**config.mk**
```make
export PLATFORM = sky130hd
export DESIGN_NAME = ct_hpcp_evt_ctrl_flat
export DESIGN_NICKNAME = d
export VERILOG_FILES = /design/src/rtl/ct_hpcp_pkg.sv /design/src/rtl/ct_hpcp_evt_ctrl_if.sv /design/src/rtl/ct_hpcp_evt_clr_seq.sv /design/src/rtl/ct_hpcp_evt_ctrl.sv /design/src/flat_wrapper.sv
export SDC_FILE = /design/constraint.sdc
export NUM_CORES = 1
export LEC_CHECK = 0
export BUFFER_PORTS_ARGS = -buffer_cell sky130_fd_sc_hd__buf_2
export CORE_MARGIN = 5
export CORE_UTILIZATION = 37
export DETAILED_ROUTE_END_ITERATION = 16
export HOLD_SLACK_MARGIN = 0.05
export PLACE_DENSITY = 0.7
export SYNTH_ARGS = -nofsm -noshare
export SYNTH_HDL_FRONTEND = slang
export SYNTH_SLANG_ARGS = --single-unit
```
**constraint.sdc**
```tcl
create_clock -name eventx_clk -period 9.31 [get_ports eventx_clk]
set_clock_uncertainty 0.2 [all_clocks]
set_input_delay 0.4655 -clock eventx_clk [delete_from_list [all_inputs] [get_ports eventx_clk]]
set_output_delay 0.4655 -clock eventx_clk [all_outputs]
set_load 0.02 [all_outputs]
```
**src/rtl/ct_hpcp_pkg.sv**
```systemverilog
// Shared constants, sequencer state encoding and index decode for the HPM
// event-select write controller.
package ct_hpcp_pkg;

  localparam int EVT_NUM      = 29;
  localparam int HPMEVT_WIDTH = 10;
  localparam int HPMCNT_NUM   = 49;
  localparam int IDX_BASE     = 3;

  typedef enum logic [1:0] {
    SEQ_IDLE = 2'd0,
    SEQ_CLR  = 2'd1,
    SEQ_DONE = 2'd2
  } seq_state_e;

  // CSR index (3..31) to one-hot register select; indices below the base decode to zero.
  function automatic logic [EVT_NUM-1:0] idx2onehot(input logic [4:0] idx);
    logic [EVT_NUM-1:0] oh;
    oh = '0;
    for (int i = 0; i < EVT_NUM; i++) begin
      if (idx == 5'(i + IDX_BASE)) oh[i] = 1'b1;
    end
    return oh;
  endfunction

endpackage

```
**src/rtl/ct_hpcp_evt_ctrl_if.sv**
```systemverilog
// Request/response bundle between the write sources and the event-register write controller.
// Handshakes: csr_wr_vld is a single-cycle pulse that is always taken; dbg_wr_req is held
// until dbg_wr_ack is seen high for one cycle; clr_req is a pulse ignored while clr_busy.
interface ct_hpcp_evt_ctrl_if;
  import ct_hpcp_pkg::*;

  logic                csr_wr_vld;
  logic [4:0]          csr_wr_idx;
  logic [63:0]         csr_wr_data;
  logic                dbg_wr_req;
  logic [4:0]          dbg_wr_idx;
  logic [63:0]         dbg_wr_data;
  logic                dbg_wr_ack;
  logic                clr_req;
  logic                clr_busy;
  logic                clr_done;
  logic [EVT_NUM-1:0]  evt_wen;
  logic [EVT_NUM-1:0]  evt_clk_en;
  logic [63:0]         evt_wdata;
  logic                evt_illegal;
  seq_state_e          clr_state;

  modport master (
    output csr_wr_vld, csr_wr_idx, csr_wr_data,
    output dbg_wr_req, dbg_wr_idx, dbg_wr_data,
    output clr_req,
    input  dbg_wr_ack, clr_busy, clr_done,
    input  evt_wen, evt_clk_en, evt_wdata, evt_illegal, clr_state
  );

  modport slave (
    input  csr_wr_vld, csr_wr_idx, csr_wr_data,
    input  dbg_wr_req, dbg_wr_idx, dbg_wr_data,
    input  clr_req,
    output dbg_wr_ack, clr_busy, clr_done,
    output evt_wen, evt_clk_en, evt_wdata, evt_illegal, clr_state
  );

endinterface

```
**src/rtl/ct_hpcp_evt_clr_seq.sv**
```systemverilog
// Bulk-clear sequencer: walks ptr over every event register, writing 0 whenever the
// arbiter grants it, then pulses done for one cycle.
module ct_hpcp_evt_clr_seq
  import ct_hpcp_pkg::*;
(
  input  logic       eventx_clk,
  input  logic       cpurst_b,
  input  logic       i_clr_req,
  input  logic       i_grant,
  output logic       o_req,
  output logic [4:0] o_ptr,
  output logic       o_busy,
  output logic       o_done,
  output seq_state_e o_state
);

  seq_state_e r_state;
  seq_state_e w_state_nxt;
  logic [4:0] r_ptr;
  logic [4:0] w_ptr_nxt;

  always_ff @(posedge eventx_clk or negedge cpurst_b) begin
    if (!cpurst_b) begin
      r_state <= SEQ_IDLE;
      r_ptr   <= '0;
    end else begin
      r_state <= w_state_nxt;
      r_ptr   <= w_ptr_nxt;
    end
  end

  always_comb begin
    w_state_nxt = r_state;
    w_ptr_nxt   = r_ptr;
    o_req       = 1'b0;
    o_done      = 1'b0;
    case (r_state)
      SEQ_IDLE: begin
        if (i_clr_req) begin
          w_state_nxt = SEQ_CLR;
          w_ptr_nxt   = '0;
        end
      end
      SEQ_CLR: begin
        o_req = 1'b1;
        // Without a grant the pointer holds, so a stalled register is retried.
        if (i_grant) begin
          if (r_ptr == 5'(EVT_NUM - 1)) begin
            w_state_nxt = SEQ_DONE;
            w_ptr_nxt   = '0;
          end else begin
            w_ptr_nxt = r_ptr + 5'd1;
          end
        end
      end
      SEQ_DONE: begin
        o_done      = 1'b1;
        w_state_nxt = SEQ_IDLE;
      end
      default: w_state_nxt = SEQ_IDLE;
    endcase
  end

  assign o_ptr   = r_ptr;
  assign o_busy  = (r_state != SEQ_IDLE);
  assign o_state = r_state;

endmodule

```
**src/rtl/ct_hpcp_evt_ctrl.sv**
```systemverilog
// Event-select register write controller: fixed-priority arbiter (CSR > debug > clear
// sequencer), one-hot decode and registered write bus. Debug port enabled by HPCP_EVT_DBG_WR_EN.
module ct_hpcp_evt_ctrl
  import ct_hpcp_pkg::*;
(
  input  logic               eventx_clk,
  input  logic               cpurst_b,
  ct_hpcp_evt_ctrl_if.slave  bus
);

  logic               w_csr_gnt;
  logic               w_dbg_gnt;
  logic               w_seq_req;
  logic               w_seq_gnt;
  logic [4:0]         w_seq_ptr;
  logic [4:0]         w_sel_idx;
  logic [63:0]        w_sel_data;
  logic [EVT_NUM-1:0] w_sel_oh;
  logic               w_wr_vld;
  logic               w_illegal;

  logic [EVT_NUM-1:0] r_evt_wen;
  logic [63:0]        r_evt_wdata;
  logic               r_evt_illegal;

  // CSR writes to indices below the base are dropped and do not block lower sources.
  assign w_csr_gnt = bus.csr_wr_vld & (bus.csr_wr_idx >= 5'(IDX_BASE));

`ifdef HPCP_EVT_DBG_WR_EN
  assign w_dbg_gnt = bus.dbg_wr_req & ~w_csr_gnt;
`else
  logic w_dbg_unused;
  assign w_dbg_unused = bus.dbg_wr_req;
  assign w_dbg_gnt    = 1'b0;
`endif

  assign w_seq_gnt      = w_seq_req & ~w_csr_gnt & ~w_dbg_gnt;
  assign bus.dbg_wr_ack = w_dbg_gnt;

  always_comb begin
    w_sel_idx  = '0;
    w_sel_data = '0;
    if (w_csr_gnt) begin
      w_sel_idx  = bus.csr_wr_idx;
      w_sel_data = bus.csr_wr_data;
    end else if (w_dbg_gnt) begin
      w_sel_idx  = bus.dbg_wr_idx;
      w_sel_data = bus.dbg_wr_data;
    end else if (w_seq_gnt) begin
      w_sel_idx  = w_seq_ptr + 5'(IDX_BASE);
      w_sel_data = '0;
    end
  end

  // A granted debug write to an index below the base is acked but decodes to no register.
  assign w_sel_oh  = idx2onehot(w_sel_idx);
  assign w_wr_vld  = (w_csr_gnt | w_dbg_gnt | w_seq_gnt) & (|w_sel_oh);
  assign w_illegal = w_wr_vld &
                     (w_sel_data[HPMEVT_WIDTH-1:0] > HPMEVT_WIDTH'(HPMCNT_NUM));

  always_ff @(posedge eventx_clk or negedge cpurst_b) begin
    if (!cpurst_b) begin
      r_evt_wen     <= '0;
      r_evt_wdata   <= '0;
      r_evt_illegal <= 1'b0;
    end else begin
      r_evt_wen     <= w_wr_vld ? w_sel_oh : '0;
      r_evt_illegal <= w_illegal;
      if (w_wr_vld) r_evt_wdata <= w_sel_data;
    end
  end

  assign bus.evt_wen     = r_evt_wen;
  assign bus.evt_clk_en  = r_evt_wen;
  assign bus.evt_wdata   = r_evt_wdata;
  assign bus.evt_illegal = r_evt_illegal;

  ct_hpcp_evt_clr_seq u_clr_seq (
    .eventx_clk (eventx_clk),
    .cpurst_b   (cpurst_b),
    .i_clr_req  (bus.clr_req),
    .i_grant    (w_seq_gnt),
    .o_req      (w_seq_req),
    .o_ptr      (w_seq_ptr),
    .o_busy     (bus.clr_busy),
    .o_done     (bus.clr_done),
    .o_state    (bus.clr_state)
  );

endmodule

```
**src/flat_wrapper.sv**
```systemverilog
// flat-port wrapper written by rule: the top's interface ports become plain ports
module ct_hpcp_evt_ctrl_flat import ct_hpcp_pkg::*;
  (eventx_clk, cpurst_b, bus_csr_wr_vld, bus_csr_wr_idx, bus_csr_wr_data, bus_dbg_wr_req, bus_dbg_wr_idx, bus_dbg_wr_data, bus_clr_req, bus_dbg_wr_ack, bus_clr_busy, bus_clr_done, bus_evt_wen, bus_evt_clk_en, bus_evt_wdata, bus_evt_illegal, bus_clr_state);
  ct_hpcp_evt_ctrl_if bus_i ();
  input  logic eventx_clk;
  input  logic cpurst_b;
  input wire logic [$bits(bus_i.csr_wr_vld)-1:0] bus_csr_wr_vld;
  input wire logic [$bits(bus_i.csr_wr_idx)-1:0] bus_csr_wr_idx;
  input wire logic [$bits(bus_i.csr_wr_data)-1:0] bus_csr_wr_data;
  input wire logic [$bits(bus_i.dbg_wr_req)-1:0] bus_dbg_wr_req;
  input wire logic [$bits(bus_i.dbg_wr_idx)-1:0] bus_dbg_wr_idx;
  input wire logic [$bits(bus_i.dbg_wr_data)-1:0] bus_dbg_wr_data;
  input wire logic [$bits(bus_i.clr_req)-1:0] bus_clr_req;
  output wire logic [$bits(bus_i.dbg_wr_ack)-1:0] bus_dbg_wr_ack;
  output wire logic [$bits(bus_i.clr_busy)-1:0] bus_clr_busy;
  output wire logic [$bits(bus_i.clr_done)-1:0] bus_clr_done;
  output wire logic [$bits(bus_i.evt_wen)-1:0] bus_evt_wen;
  output wire logic [$bits(bus_i.evt_clk_en)-1:0] bus_evt_clk_en;
  output wire logic [$bits(bus_i.evt_wdata)-1:0] bus_evt_wdata;
  output wire logic [$bits(bus_i.evt_illegal)-1:0] bus_evt_illegal;
  output wire logic [$bits(bus_i.clr_state)-1:0] bus_clr_state;
  assign bus_i.csr_wr_vld = bus_csr_wr_vld;
  assign bus_i.csr_wr_idx = bus_csr_wr_idx;
  assign bus_i.csr_wr_data = bus_csr_wr_data;
  assign bus_i.dbg_wr_req = bus_dbg_wr_req;
  assign bus_i.dbg_wr_idx = bus_dbg_wr_idx;
  assign bus_i.dbg_wr_data = bus_dbg_wr_data;
  assign bus_i.clr_req = bus_clr_req;
  assign bus_dbg_wr_ack = bus_i.dbg_wr_ack;
  assign bus_clr_busy = bus_i.clr_busy;
  assign bus_clr_done = bus_i.clr_done;
  assign bus_evt_wen = bus_i.evt_wen;
  assign bus_evt_clk_en = bus_i.evt_clk_en;
  assign bus_evt_wdata = bus_i.evt_wdata;
  assign bus_evt_illegal = bus_i.evt_illegal;
  assign bus_clr_state = bus_i.clr_state;
  ct_hpcp_evt_ctrl u_core (.eventx_clk(eventx_clk), .cpurst_b(cpurst_b), .bus(bus_i));
endmodule
```
# Word level (Yosys, flattened, before mapping)
# Cells that the tools add are included.
totals:
  regBits: 101
  in_bits: 143
  out_inout_bits: 128
classes:
  add_sub_neg: 2
  magnitude_cmp: 2
  eq_ne: 35
  n_mux: 43
  n_bitwise: 6
  reduce_logical: 6
ops:
  columns: ["cell", "n"]
  rows:
  - ["5-bit == test, second input constant", 17]
  - ["64-bit 2-to-1 mux", 1]
  - ["5-bit by 4-bit == test with 1-bit output, second input constant", 8]
  - ["1-bit 2-to-1 mux", 31]
  - ["29-bit 2-to-1 mux", 1]
  - ["29-bit OR reduction", 1]
  - ["5-bit 2-to-1 mux", 5]
  - ["5-bit by 3-bit == test with 1-bit output, second input constant", 4]
  - ["10-bit by 6-bit greater-than comparator with 1-bit output, second input constant", 1]
  - ["5-bit case mux with 2 select lines", 1]
  - ["2-bit 2-to-1 mux", 3]
  - ["3-bit AND reduction", 2]
  - ["5-bit by 1-bit adder with 5-bit output, second input constant", 1]
  - ["5-bit by 2-bit adder with 5-bit output, second input constant", 1]
  - ["5-bit by 2-bit == test with 1-bit output, second input constant", 1]
  - ["5-bit by 2-bit >= comparator with 1-bit output, second input constant", 1]
  - ["1-bit AND", 4]
  - ["2-bit inequality test, second input constant", 2]
  - ["2-bit case mux with 2 select lines", 1]
  - ["2-bit nonzero test", 2]
  - ["2-bit by 1-bit == test with 1-bit output, second input constant", 1]
  - ["2-bit == test, second input constant", 1]
  - ["2-bit zero test", 1]
  - ["2-bit by 1-bit inequality test with 1-bit output, second input constant", 1]
  - ["other kinds (2)", 2]

# Longest topological paths before layout
depth:
  word_depth: 11
  mapped_depth: 12
  mapped_depth_nobuf: 9

# By module
# From an unflattened synthesis, not the netlist that was laid out.
hier_totals:
  hier_cells: 589
  area_unflattened_um2: 5885.6
by_module_without_submodules:
  columns: ["mod", "n_inst", "cells_each", "area_each_um2", "seq_area_each_um2"]
  rows:
  - ["ct_hpcp_evt_ctrl", 1, 545, 5480.3, 2352.3]
  - ["ct_hpcp_evt_clr_seq", 1, 44, 405.4, 175.2]

# Least setup slack after synthesis
# Ideal clock, no wire load.
synth_timing:
  path_type: "reg-to-reg"
  startpoint: "register u_core.u_clr_seq.r_ptr[0], in the netlist u_core.u_clr_seq.o_ptr[0]"
  endpoint: "register u_core.r_evt_wdata[10], in the netlist u_core.bus.evt_wdata[10]"
  arrival_ns: 2.837
  slack_ns: 6.207
  stages_incl_launch_ff: 12
  synth_period_minus_slack_ns: 3.103
  path_cell_list: "dfrtp_1 buf_2 inv_1 ha_1 and2_1 a2111oi_0 or2_2 or3_4 o2111ai_2 nor3_4 buf_6 a22o_1"
synth_between:
  elab_chain_cells: 7
  word_cells_on_any_way: 63
  cone_classes: "add/sub: 1; eq/ne: 29; mux: 31; bitwise: 1; reduce/logical: 1"
synth_lines:
  columns: ["element", "line_no", "rtl"]
  rows:
  - ["start, declared", "ct_hpcp_evt_clr_seq.sv:19", "logic [4:0] r_ptr;"]
  - ["start signal, assigned", "ct_hpcp_evt_clr_seq.sv:28", "r_ptr <= w_ptr_nxt;"]
  - ["5-bit by 2-bit adder with 5-bit output (*)", "ct_hpcp_evt_ctrl.sv:50", "w_sel_idx = w_seq_ptr + 5'(IDX_BASE);"]
  - ["5-bit 2-to-1 mux (*)", "ct_hpcp_evt_ctrl.sv:49", "end else if (w_seq_gnt) begin"]
  - ["5-bit 2-to-1 mux (*)", "ct_hpcp_evt_ctrl.sv:43", "if (w_csr_gnt) begin"]
  - ["5-bit by 2-bit == test with 1-bit output (tied with other cells)", "ct_hpcp_pkg.sv:21", "if (idx == 5'(i + IDX_BASE)) oh[i] = 1'b1;"]
  - ["1-bit 2-to-1 mux", "ct_hpcp_pkg.sv:21", null]
  - ["29-bit OR reduction (*)", "ct_hpcp_evt_ctrl.sv:57", "assign w_wr_vld = (w_csr_gnt | w_dbg_gnt | w_seq_gnt) & (|w_sel_oh);"]
  - ["1-bit AND (*)", "ct_hpcp_evt_ctrl.sv:57", null]
  - ["end signal, assigned", "ct_hpcp_evt_ctrl.sv:69", "if (w_wr_vld) r_evt_wdata <= w_sel_data;"]
  - ["end, declared", "ct_hpcp_evt_ctrl.sv:23", "logic [63:0] r_evt_wdata;"]
# Mark *: on every way between the ends. The rest lies on a longest branch, timed or not.
# A chain may end at the register's enable or synchronous reset.

# Final worst setup path
layout_timing:
  startpoint: "register u_core.u_clr_seq.r_ptr[0], in the netlist u_core.u_clr_seq.o_ptr[0]"
  endpoint: "register u_core.r_evt_wdata[2], in the netlist u_core.bus.evt_wdata[2]"
# The elaborated chain is that of the path after synthesis.

==> results.sh <==
export IMPL_ir_drop_mv=0.154
export IMPL_rows=40
export IMPL_globalplace_congestion=0.876
export IMPL_ys_seq_area_share_pct=56.3
export IMPL_coreArea_sq_mm=0.0120
export IMPL_io_pins=271
export IMPL_cts_sinks=101
export IMPL_grt_pass1_vias=3497
export IMPL_start_kind="flop"
export IMPL_p_sw_mw=0.898
export IMPL_drive_gt1_share_pct=44.2
export IMPL_die_x_um=120
export IMPL_crit_path_max_fanout=64
export IMPL_cts_buffer_depth=2
export IMPL_synth_top_area_share_pct=56.3
export IMPL_seq_power_share_pct=34.4
export IMPL_n_fill_cell=1098
export IMPL_clock_latency_ns=0.34
export IMPL_fmax_ghz=0.262
export IMPL_synth_edff_count=0
export IMPL_final_hold_viol_count=0
export IMPL_final_cell_mix="buf_2 (198), dfrtp_1 (101), a22o_1 (60), nor2_1 (34), nand2_1 (18)"
export IMPL_p_int_mw=1.15
export IMPL_cts_root_buffer="clkbuf_16"
export IMPL_htreeDepth=3
export IMPL_antenna_left=0
export IMPL_crit_type="flop to flop"
export IMPL_netlist_cell_type_count=58
export IMPL_end_kind="flop"
export IMPL_cts_resized_gates=0
export IMPL_fin_crit_sh_pct=41.0
export IMPL_worst_pin_slew_ns=1.02
export IMPL_hp_class="primary input to flop"
export IMPL_pwr_share_clk_pct=18.4
export IMPL_setup_viol=0
export IMPL_first_iter_violations=192
export IMPL_rsz0062_at_grt="no"
export IMPL_combinationalPowerShare_pct=47.2
export IMPL_synth_area_sq_mm=0.00449
export IMPL_power_density_mw_per_mm2=368
export IMPL_synth_ff_latch_count=101
export IMPL_grt_pass1_wl_mm=17.7
export IMPL_slowest_stage="dfrtp_1"
export IMPL_worst_slack_ns=5.49
export IMPL_synth_top_area_cell="dfrtp_1"
export IMPL_dr_pass1_iters=4
export IMPL_grt_most_used_layer="met2"
export IMPL_cts_hold_buffers_added=1
export IMPL_fin_nets=676
export IMPL_cts_buffers=9
export IMPL_route_vias_total=3486
export IMPL_synth_main_ff_cell="dfrtp_1"
export IMPL_slew_headroom_pct=31.9
export IMPL_status="finished clean"
export IMPL_post_route_drc_count=0
export IMPL_grt_antenna_before_repair=0
export IMPL_dp_hpwl_mm=8.11
export IMPL_synth_net_count=518
export IMPL_min_period_ns=3.82
export IMPL_swShare_pct=43.9
export IMPL_grtUsageMet3_pct=3.68
export IMPL_portBuffers=199
export IMPL_cp_arrival_ns=3.90
export IMPL_netlist_instances=372
export IMPL_start_util_pct=37.5
export IMPL_fp_dieArea_sq_mm=0.0144
export IMPL_cp_required_ns=9.39
export IMPL_grt_max_degree=68
export IMPL_clkSlewWorstSetupHoldPaths_ns=0.07
export IMPL_pre_cts_slack_ns=5.57
export IMPL_cts_tree="built"
export IMPL_globalRouteMet2Util_pct=23.6
export IMPL_wl_per_cell_um=16.6
export IMPL_final_util_pct=46.5
export IMPL_ys_top_cells_by_area="dfrtp_1 (56%), a22o_1 (12%), buf_4 (5.9%)"
export IMPL_track_usage_pct=15.4
export IMPL_cts_setup_buffers=0
export IMPL_via_per_inst=5.12
export IMPL_antenna_cells=0
export IMPL_syn_area_per_cell_sq_um=12.1
export IMPL_dieHeight_um=120
export IMPL_use_met1_pct=20.9
export IMPL_crit_chain="inv_1 > ha_1 > and2_1 > a2111oi_0 > or2_2 > or3_4 > o2111ai_2 > nor3_4 > buf_4 > a22o_2"
export IMPL_area_growth_pct=23.9
export IMPL_power_total_mw=2.05
export IMPL_drv_slew=0
export IMPL_p_leak_nw=2.98
export IMPL_critPathMaxStageDelay_ns=0.62
export IMPL_ys_warn_count=0
export IMPL_routed_wl_mm=11.3
export IMPL_async_flop_share_pct=100
export IMPL_cap_violations=0
export IMPL_final_common_cell="buf_2"
export IMPL_setup_tns_ns=0
export IMPL_grt_overflow=0
-- registers in the layout (all words and copies together), names as in the netlist --
signal / cells
u_core.u_clr_seq.o_state: 2
u_core.bus.evt_illegal: 1
u_core.bus.evt_wdata: 64
u_core.u_clr_seq.o_ptr: 5
u_core.bus.evt_clk_en: 29
-- final cells by class --
class,count,area (sq um),share of cell area [%]
multi-input cells,212,1510,27.1
inverters,3,11.3,0.203
repair buffers,203,1030,18.5
clock buffers,10,239,4.30
well taps,147,184,3.31
flip-flops and latches,101,2530,45.5
clock inverters,5,58.8,1.06
-- worst max-delay path: cells and delay by family, from the launching register on --
kind,cells,cell delay (ns)
flops,1,0.62
fa+ha+maj,1,0.44
buf+inv,2,0.70
simple gates,4,0.77
compound gates,3,0.98
-- kinds of logic (layout without fill, tap and decap cells) --
| kind of cell | count (synthesis) | after routing | share of synthesized area [%] |
|---|---|---|---|
| muxes | 5 | 5 | 1.12 |
| DFF | 101 | 101 | 56.3 |
| other | 1 | 1 | 0.0836 |
| and+or+nand+nor | 87 | 87 | 9.82 |
| AOI/OAI and AO/OA | 113 | 113 | 21.2 |
| xor gates and xnor gates | 3 | 3 | 0.586 |
| buffers and inverters | 59 | 221 | 10.0 |
| adders and majority gates | 3 | 3 | 0.837 |
-- final timing paths --
| kind | cells after the start | slack, ns | from | endpoint |
|---|---|---|---|---|
| worst min register to register | 1 | 0.29 | u_core.bus.evt_wdata[56] | u_core.bus.evt_wdata[56] |
| max in group asynchronous | 3 | 7.33 | cpurst_b | u_core.bus.evt_wdata[31] |
| worst max register to register | 10 | 5.49 | u_core.u_clr_seq.o_ptr[0] | u_core.bus.evt_wdata[2] |
| worst max-delay path | 10 | 5.49 | u_core.u_clr_seq.o_ptr[0] | u_core.bus.evt_wdata[2] |
| worst min-delay path | 2 | 0.14 | bus_csr_wr_data[35] | u_core.bus.evt_wdata[35] |
| min in group asynchronous | 2 | 0.43 | cpurst_b | u_core.bus.evt_clk_en[8] |
-- power by group through the flow --
stage | clock network (mW) | registers, mW | logic (mW)
3_3_place_gp | 0 | 0.706 | 0.957
6_report | 0.376 | 0.705 | 0.966
5_1_grt | 0.404 | 0.729 | 1.05
2_1_floorplan | 0 | 0.882 | 0.577
3_5_place_dp | 0 | 0.708 | 0.975
4_1_cts | 0.386 | 0.706 | 0.976
-- cell usage after synthesis, types with 2 or more instances --
cell type / number
a211o_1: 2
a21o_1: 2
a21oi_1: 5
a22o_1: 60
a22o_2: 5
a31oi_1: 3
and2_2: 2
buf_2: 7
buf_4: 35
buf_6: 11
dfrtp_1: 101
ha_1: 3
inv_1: 3
mux2i_1: 5
nand2_1: 18
nand2b_1: 3
nand3_1: 4
nand3b_1: 3
nor2_1: 34
nor2b_1: 3
nor3_1: 6
nor3b_1: 2
o211ai_1: 3
o21a_1: 2
o21ai_0: 14
o22ai_1: 2
or2_2: 2
xnor2_1: 2
-- per-stage QoR --
step,area [sq um],instances,hold slack (ns)
detailed placement,5250,665,0.276
global placement,5250,665,0.264
finish,5560,681,0.139
CTS,5560,681,0.126
global route,5560,681,0.122
floorplan,4490,372,-0.0301
-- metal layers --
layer | vias up | routed length, um
met5 | - | 0
met2 | 149 | 5180
met4 | 0 | 231
met3 | 16 | 794
met1 | 1689 | 5130
li1 | 1632 | -
No activity file was read; power rests on OpenSTA's default activity.
